--- src/rtl/seq_det_pkg.sv ---
// -----------------------------------------------------------------------------
// seq_det_pkg
// Shared types and constants for the programmable serial sequence detector.
//   state_t          : detector FSM state encoding (IDLE, FILL, DETECT)
//   PAT_W_MIN/MAX    : legal range of the pattern/window width
//   fill_cnt_w()     : width needed for a counter that saturates at PAT_W
// -----------------------------------------------------------------------------
package seq_det_pkg;

    typedef enum logic [1:0] {
        IDLE   = 2'd0,
        FILL   = 2'd1,
        DETECT = 2'd2
    } state_t;

    localparam int PAT_W_MIN = 2;
    localparam int PAT_W_MAX = 32;

    function automatic int fill_cnt_w(input int pat_w);
        return $clog2(pat_w + 1);
    endfunction

endpackage

--- src/rtl/seq_detector_if.sv ---
// -----------------------------------------------------------------------------
// seq_detector_if
// Bit-stream, configuration and status signals of the sequence detector.
//   en, bit_vld, bit_in          : serial input and detector enable
//   load, pat_in, mask_in, overlap: configuration strobe and values
//   match, busy                  : detector status (registered)
//   match_cnt                    : saturating hit count, only when the
//                                  MATCH_CNT_EN macro is defined
// Modports: master (stimulus / front end side), slave (detector side).
// -----------------------------------------------------------------------------
interface seq_detector_if #(
    parameter int PAT_W = 4,
    parameter int CNT_W = 8
);
    logic             en;
    logic             bit_vld;
    logic             bit_in;
    logic             load;
    logic [PAT_W-1:0] pat_in;
    logic [PAT_W-1:0] mask_in;
    logic             overlap;
    logic             match;
    logic             busy;
`ifdef MATCH_CNT_EN
    logic [CNT_W-1:0] match_cnt;

    modport master (
        output en, bit_vld, bit_in, load, pat_in, mask_in, overlap,
        input  match, busy, match_cnt
    );
    modport slave (
        input  en, bit_vld, bit_in, load, pat_in, mask_in, overlap,
        output match, busy, match_cnt
    );
`else
    modport master (
        output en, bit_vld, bit_in, load, pat_in, mask_in, overlap,
        input  match, busy
    );
    modport slave (
        input  en, bit_vld, bit_in, load, pat_in, mask_in, overlap,
        output match, busy
    );
`endif

    if (CNT_W < 1) begin : g_cnt_w_check
        $error("seq_detector_if: CNT_W must be at least 1");
    end

endinterface

--- src/rtl/seq_det_window.sv ---
// -----------------------------------------------------------------------------
// seq_det_window
// Sliding bit window, fill counter and masked pattern compare.
//   clk, rst   : clock, async active-high reset
//   i_clear    : clear window and fill counter (configuration load)
//   i_accept   : shift i_bit into the window this cycle
//   i_bit      : serial data bit, lands at the window LSB
//   i_overlap  : 1 keeps the fill count after a hit, 0 restarts filling
//   i_pat      : pattern, MSB is the oldest bit
//   i_mask     : 1 = compare bit, 0 = don't care
//   o_hit      : this cycle's accepted bit completes a match (combinational)
//   o_full     : window will hold PAT_W counted bits after this edge
// -----------------------------------------------------------------------------
module seq_det_window
    import seq_det_pkg::*;
#(
    parameter int PAT_W = 4
) (
    input  logic             clk,
    input  logic             rst,
    input  logic             i_clear,
    input  logic             i_accept,
    input  logic             i_bit,
    input  logic             i_overlap,
    input  logic [PAT_W-1:0] i_pat,
    input  logic [PAT_W-1:0] i_mask,
    output logic             o_hit,
    output logic             o_full
);
    localparam int             FC_W     = fill_cnt_w(PAT_W);
    localparam logic [FC_W-1:0] FILL_MAX = FC_W'(PAT_W);

    logic [PAT_W-1:0] r_win;
    logic [PAT_W-1:0] w_win_next;
    logic [FC_W-1:0]  r_fill_cnt;
    logic [FC_W-1:0]  w_fill_acc;
    logic [FC_W-1:0]  w_fill_next;

    always_comb begin
        w_win_next  = r_win;
        w_fill_acc  = r_fill_cnt;
        w_fill_next = r_fill_cnt;
        o_hit       = 1'b0;
        if (i_clear) begin
            w_win_next  = '0;
            w_fill_next = '0;
        end else if (i_accept) begin
            w_win_next  = {r_win[PAT_W-2:0], i_bit};
            w_fill_acc  = (r_fill_cnt == FILL_MAX) ? FILL_MAX : r_fill_cnt + 1'b1;
            o_hit       = (w_fill_acc == FILL_MAX) &&
                          (((w_win_next ^ i_pat) & i_mask) == '0);
            // Non-overlapping: the window contents are left alone, but the
            // next hit needs PAT_W fresh bits, which overwrite them entirely.
            w_fill_next = (o_hit && !i_overlap) ? '0 : w_fill_acc;
        end
    end

    assign o_full = (w_fill_next == FILL_MAX);

    always_ff @(posedge clk or posedge rst) begin
        if (rst) begin
            r_win      <= '0;
            r_fill_cnt <= '0;
        end else begin
            r_win      <= w_win_next;
            r_fill_cnt <= w_fill_next;
        end
    end

endmodule

--- src/rtl/seq_detector.sv ---
// -----------------------------------------------------------------------------
// seq_detector
// Programmable serial sequence detector with per-bit don't-care mask and
// overlapping / non-overlapping detection.
//   clk  : clock, rising edge
//   rst  : asynchronous active-high reset
//   bus  : seq_detector_if.slave (bit stream, config, match/busy status)
// Optional feature: define MATCH_CNT_EN to add the saturating match_cnt
// output (width CNT_W) on the interface.
//
// state  | meaning
// IDLE   | en low; window and fill count frozen
// FILL   | en high; fewer than PAT_W bits collected
// DETECT | en high; window full, every accepted bit is compared
// -----------------------------------------------------------------------------
module seq_detector
    import seq_det_pkg::*;
#(
    parameter int PAT_W = 4,
    parameter int CNT_W = 8
) (
    input logic           clk,
    input logic           rst,
    seq_detector_if.slave bus
);
    if (PAT_W < PAT_W_MIN || PAT_W > PAT_W_MAX || CNT_W < 1) begin : g_param_check
        $error("seq_detector: PAT_W must be 2..32 and CNT_W at least 1");
    end

    state_t           r_state;
    logic [PAT_W-1:0] r_pat;
    logic [PAT_W-1:0] r_mask;
    logic             r_overlap;
    logic             r_match;
    logic             w_accept;
    logic             w_hit;
    logic             w_full;

    // load wins over a simultaneous bit, which is dropped.
    assign w_accept = bus.en & bus.bit_vld & ~bus.load;

    seq_det_window #(
        .PAT_W (PAT_W)
    ) u_window (
        .clk       (clk),
        .rst       (rst),
        .i_clear   (bus.load),
        .i_accept  (w_accept),
        .i_bit     (bus.bit_in),
        .i_overlap (r_overlap),
        .i_pat     (r_pat),
        .i_mask    (r_mask),
        .o_hit     (w_hit),
        .o_full    (w_full)
    );

    // w_full already reflects a non-overlapping hit clearing the fill count,
    // so DETECT -> FILL after such a hit falls out of the same decision.
    always_ff @(posedge clk or posedge rst) begin
        if (rst) begin
            r_state   <= IDLE;
            r_pat     <= '0;
            r_mask    <= '0;
            r_overlap <= 1'b0;
            r_match   <= 1'b0;
        end else if (bus.load) begin
            r_pat     <= bus.pat_in;
            r_mask    <= bus.mask_in;
            r_overlap <= bus.overlap;
            r_match   <= 1'b0;
            r_state   <= bus.en ? FILL : IDLE;
        end else begin
            r_match <= w_hit;
            if (!bus.en) begin
                r_state <= IDLE;
            end else begin
                r_state <= w_full ? DETECT : FILL;
            end
        end
    end

    assign bus.match = r_match;
    assign bus.busy  = (r_state != IDLE);

`ifdef MATCH_CNT_EN
    logic [CNT_W-1:0] r_match_cnt;

    always_ff @(posedge clk or posedge rst) begin
        if (rst) begin
            r_match_cnt <= '0;
        end else if (bus.load) begin
            r_match_cnt <= '0;
        end else if (w_hit && (r_match_cnt != '1)) begin
            r_match_cnt <= r_match_cnt + 1'b1;
        end
    end

    assign bus.match_cnt = r_match_cnt;
`endif

endmodule

--- src/flat_wrapper.sv ---
// flat-port wrapper written by rule: the top's interface ports become plain ports
module seq_detector_flat import seq_det_pkg::*;
#(
    parameter int PAT_W = 4,
    parameter int CNT_W = 8
)
  (clk, rst, bus_en, bus_bit_vld, bus_bit_in, bus_load, bus_pat_in, bus_mask_in, bus_overlap, bus_match, bus_busy);
  seq_detector_if #(.PAT_W(PAT_W), .CNT_W(CNT_W)) bus_i ();
  input logic clk;
  input logic rst;
  input wire logic [$bits(bus_i.en)-1:0] bus_en;
  input wire logic [$bits(bus_i.bit_vld)-1:0] bus_bit_vld;
  input wire logic [$bits(bus_i.bit_in)-1:0] bus_bit_in;
  input wire logic [$bits(bus_i.load)-1:0] bus_load;
  input wire logic [$bits(bus_i.pat_in)-1:0] bus_pat_in;
  input wire logic [$bits(bus_i.mask_in)-1:0] bus_mask_in;
  input wire logic [$bits(bus_i.overlap)-1:0] bus_overlap;
  output wire logic [$bits(bus_i.match)-1:0] bus_match;
  output wire logic [$bits(bus_i.busy)-1:0] bus_busy;
  assign bus_i.en = bus_en;
  assign bus_i.bit_vld = bus_bit_vld;
  assign bus_i.bit_in = bus_bit_in;
  assign bus_i.load = bus_load;
  assign bus_i.pat_in = bus_pat_in;
  assign bus_i.mask_in = bus_mask_in;
  assign bus_i.overlap = bus_overlap;
  assign bus_match = bus_i.match;
  assign bus_busy = bus_i.busy;
  seq_detector #(.PAT_W(PAT_W), .CNT_W(CNT_W)) u_core (.clk(clk), .rst(rst), .bus(bus_i));
endmodule
--- config.mk ---
export PLATFORM = sky130hd
export DESIGN_NAME = seq_detector_flat
export DESIGN_NICKNAME = d
export VERILOG_FILES = /design/src/rtl/seq_det_pkg.sv /design/src/rtl/seq_detector_if.sv /design/src/rtl/seq_det_window.sv /design/src/rtl/seq_detector.sv /design/src/flat_wrapper.sv
export SDC_FILE = /design/constraint.sdc
export NUM_CORES = 1
export LEC_CHECK = 0
export CORE_MARGIN = 8
export CORE_UTILIZATION = 50
export DETAILED_ROUTE_END_ITERATION = 7
export GPL_TIMING_DRIVEN = 1
export PLACE_DENSITY = 0.82
export SYNTH_ARGS = -nofsm -noshare
export SYNTH_HDL_FRONTEND = slang
export SYNTH_SLANG_ARGS = --single-unit
--- constraint.sdc ---
create_clock -name clk -period 2.8 [get_ports clk]
set_input_delay 0.7 -clock clk [delete_from_list [all_inputs] [get_ports clk]]
set_output_delay 0.7 -clock clk [all_outputs]
set_load 0.005 [all_outputs]
# Yosys cells after proc, flatten, opt, wreduce, memory -nomap -nowiden
# Index checks and enable logic that the tools add are counted.
[word_totals]
inputBits = 15
elab_cells = 34
regBits = 18
out_inout_bits = 2
[classes]
n_eq_ne = 3
bitwise_logic = 5
n_reduce_logical = 6
addsub = 1
n_mux = 12
[ops]
columns = ["op", "count"]
rows = [
  ["3-bit 2-to-1 mux", 6],
  ["3-bit == test (second input constant)", 3],
  ["2-bit 2-to-1 mux", 3],
  ["4-bit AND", 1],
  ["4-bit zero test", 1],
  ["2-bit nonzero test", 2],
  ["4-bit bitwise XOR", 1],
  ["3-bit by 1-bit adder with 3-bit output (second input constant)", 1],
  ["1-bit 2-to-1 mux", 3],
  ["1-bit AND", 2],
  ["1-bit logical AND", 2],
  ["1-bit zero test", 1],
  ["1-bit NOT", 1],
]

# Longest topological paths before layout
[logic_depth]
word_depth = 12
mapped_depth = 6

# By module
# A second synthesis with hierarchy kept.
[hier_totals]
cells_unflattened = 73
area_unflattened_um2 = 908.4
[modules_own_cells]
columns = ["module", "cells_per_inst", "instances", "area_per_inst_um2", "seq_area_each_um2"]
rows = [
  ["seq_detector", 29, 1, 483.0, 300.3],
  ["seq_det_window", 44, 1, 425.4, 150.1],
]

# Worst setup path after synthesis
# Ideal clock, no wire load.
[synth_path]
path_kind = "input-to-reg"
startpoint = "input port bus_load"
endpoint = "register u_core.r_state[1]"
setup_slack_ns = 1.117
t_required_ns = 2.732
arrival_time_ns = 1.615
cell_stages = 4
setup_ns = 0.068
n_path_buf = 1
cell_sequence = "buf_6 > or4_1 > o41ai_1 > and4_1"
[synth_between]
elab_chain_cells = 8
[synth_rtl]
columns = ["element", "line_no", "text"]
rows = [
  ["from (decl)", "flat_wrapper.sv:14", "input wire logic [$bits(bus_i.load)-1:0] bus_load;"],
  ["1-bit NOT", "seq_detector.sv:40", "assign w_accept = bus.en & bus.bit_vld & ~bus.load;"],
  ["1-bit AND", "seq_detector.sv:40", ""],
  ["3-bit 2-to-1 mux", "seq_det_window.sv:47", "end else if (i_accept) begin"],
  ["3-bit 2-to-1 mux", "seq_det_window.sv:44", "if (i_clear) begin"],
  ["3-bit == test", "seq_det_window.sv:58", "assign o_full = (w_fill_next == FILL_MAX);"],
  ["2-bit 2-to-1 mux", "seq_detector.sv:77", "r_state <= w_full ? DETECT : FILL;"],
  ["2-bit 2-to-1 mux", "seq_detector.sv:74", "if (!bus.en) begin"],
  ["2-bit 2-to-1 mux *", "seq_detector.sv:66", "end else if (bus.load) begin"],
  ["to (signal assigned)", "seq_detector.sv:71", "r_state <= bus.en ? FILL : IDLE;"],
  ["to (signal assigned)", "seq_detector.sv:77", ""],
  ["to (decl)", "seq_detector.sv:30", "state_t r_state;"],
]
# Every way passes the cells marked *; elsewhere a longest branch is shown, timed or not.
# A chain may end at the register's enable or synchronous reset.

# Worst setup path in the final report
[layout_path]
startpoint = "register u_core.r_state[1]"
endpoint = "output port bus_busy"
[layout_between]
elab_chain_cells = 1
[layout_rtl]
columns = ["element", "line_no", "text"]
rows = [
  ["2-bit nonzero test", "seq_detector.sv:83", "assign bus.busy = (r_state != IDLE);"],
  ["to (decl)", "flat_wrapper.sv:19", "output wire logic [$bits(bus_i.busy)-1:0] bus_busy;"],
]
# No other way between the ends.

==> metrics <==
outcome=finished, final reports clean; Setup crit end kind=output port; Port Buf Inserts=16; CTS root buf=clkbuf_4; Yosys warning count=0; syn_nets=93; fmax=0.478 GHz; largest net degree at the start of global routing=19; CP required=2100 ps; vias per cell=5.62; Worst-Skew Late Latency=290 ps; initial core utilization=51.2%; core area=1650 sq um; MaxCap Viol Count=0; Synth cell types=26; Setup TNS=0 ps; Hold Crit Class=flip-flop to flip-flop; post-route minimum period=2090 ps; Post-CTS Setup Inserts=0; number of DRC markers in iteration 0=16; final hold vios=0; Die Wd=57.1 um; Startpoint Class=flip-flop; Fin Clk Skew=0.638 ps; # IOs=17; Rows=15; detailed placement HPWL=1250 um; RSZ-0062 raised after global routing=no; H-Tree Depth=1; sequential area share after synthesis=53.3%; CP Class=flip-flop to output port; via count=624; top post-synthesis cells by count=dfrtp_1, nand2_1, mux2_2; stages on the worst setup path=2; Worst Reg-to-Reg Cells=5; cts-stage hold buffer count=0; post-synthesis cell count=76; Finish-stage setup viols=0; Leak=0.453 nW; mean post-synth cell area=11.1 sq um; TritonCTS buffer count=3; register bit count reported by yosys=18; CP Max Fanout=1; Remaining DRCs=0; die area=3260 sq um; CTS Buffer Depth=2; ys flop type=dfrtp_1; Resized cells post-CTS=0; hold depth=1; Pre-antenna DRT Iters=4; Max IR drop VDD=499 uV; synth top area cells=dfrtp_1, mux2_2, nand2_1; Placer Congestion=0.745; initial antenna violation count=0; PwrDens=494 nW/um^2; post-synth top area share=53.3%; chip height=57.1 um; Yosys top cell by area=dfrtp_1; TritonCTS clock tree=done; Cell Area, Synth=846 sq um; Area Growth Syn to Fin=24.3%; CP Cell Sequence=or2_2, clkdlybuf4s50_1; Critical Path AT=1390 ps; Inst Count DP=107; DRT Wirelength=1590 um; drt wl/cell=14.3 um; share of cells above drive strength 1=17.0%; first-pass GRT wire length=2770 um; delay-heaviest family, CP=buffers and inverters; vias in the first global route=661; Largest stage delay, worst path=440 ps; TritonCTS Sinks=18; most common cell in the netlist=dfrtp_1; fin. max-slew vios=0; Antenna Cells=0; max_slew headroom=57.1%; Final ANT Viol Nets=0; number of synthesized flops with an enable pin=0; final std cells w/o fill=111; crit share post-route=74.7%; final net count=112; gr ovfl total=0; Worst path slowest cell=clkdlybuf4s50_1; total track usage=10.8%; sum of buffers and inverters on the critical path=1; Slew @ Worst Pin=643 ps; clk slew on worst S/H paths=100 ps; post-synthesis async set-or-reset flop share=100%
## layout make-up
cell class              count  area (sq um)
inverters                   5          18.8
fillers                   137           601
well taps                  17          21.3
repair buffers             17           168
clock buffers               4          36.3
flip-flops and latches     18           450
multi-input cells          50           357
## per-stage QoR
stage | setup slack, ps | hold WS (ps) | total power, mW | utilization [%] | instance area (sq um)
2_1_floorplan | 1120 | 481 | 0.332 | - | 846
3_3_place_gp | 608 | 493 | 0.361 | 61.4 | 1010
3_5_place_dp | 522 | 506 | 0.364 | 61.4 | 1010
4_1_cts | 695 | 529 | 0.523 | 63.6 | 1050
5_1_grt | 643 | 549 | 0.543 | 63.6 | 1050
6_report | 709 | 523 | 0.519 | 63.6 | 1050
## worst register-to-register path: stages, from the launching register on
cell and delay, ps:
dfrtp_1 450, inv_1 60, ha_1 330, or4_1 520, o41ai_1 100, and4_1 240
## kinds of logic after synthesis
family,count (synthesis),synth area share [%]
simple gates,21,12.1
flops,18,53.3
compound gates,14,10.9
mux,9,12.0
buf+inv,8,4.58
xor+xnor,4,4.14
fa+ha+maj,2,2.96
## state kept, by name, summed over array words and instances, names as in the netlist
name                        cells
u_core.bus.match                1
u_core.r_mask                   4
u_core.r_overlap                1
u_core.r_pat                    4
u_core.r_state                  2
u_core.u_window.r_fill_cnt      3
u_core.u_window.r_win           3
## power by group
part           internal [mW]  total, mW  leakage [nW]  switching (mW)
combinational         0.0415     0.0715         0.205          0.0301
clock                 0.0793      0.161        0.0210          0.0818
sequential             0.276      0.286         0.227          0.0106
## layout by cell type (no fill, tap or decap), drive strengths merged, types with 2 or more instances in the layout
cell / count
a21oi: 7
ha: 2
clkdlybuf4s50: 16
xor2: 4
mux2: 9
and2: 2
dfrtp: 18
clkbuf: 4
a31oi: 2
inv: 5
nand2: 11
## layer usage
| layer | part of all wire [%] | global-route usage (%) | vias up |
|---|---|---|---|
| li1 | - | - | 301 |
| met1 | 41 | 12.1 | 296 |
| met2 | 51 | 17.1 | 22 |
| met3 | 4.5 | 2.88 | 5 |
| met4 | 2.8 | 8.05 | 0 |
| met5 | 0 | 0 | - |
## final timing paths
check	from	to	slack [ps]
min reg2reg	u_core.r_mask[3]	u_core.r_mask[3]	520
max	u_core.r_state[1]	bus_busy	710
max reg2reg	u_core.u_window.r_fill_cnt[0]	u_core.r_state[1]	1050
min	u_core.r_mask[3]	u_core.r_mask[3]	520
min in group asynchronous	rst	u_core.r_state[0]	780
max in group asynchronous	rst	u_core.u_window.r_fill_cnt[1]	1610
Power figures use the tool's default switching activity.
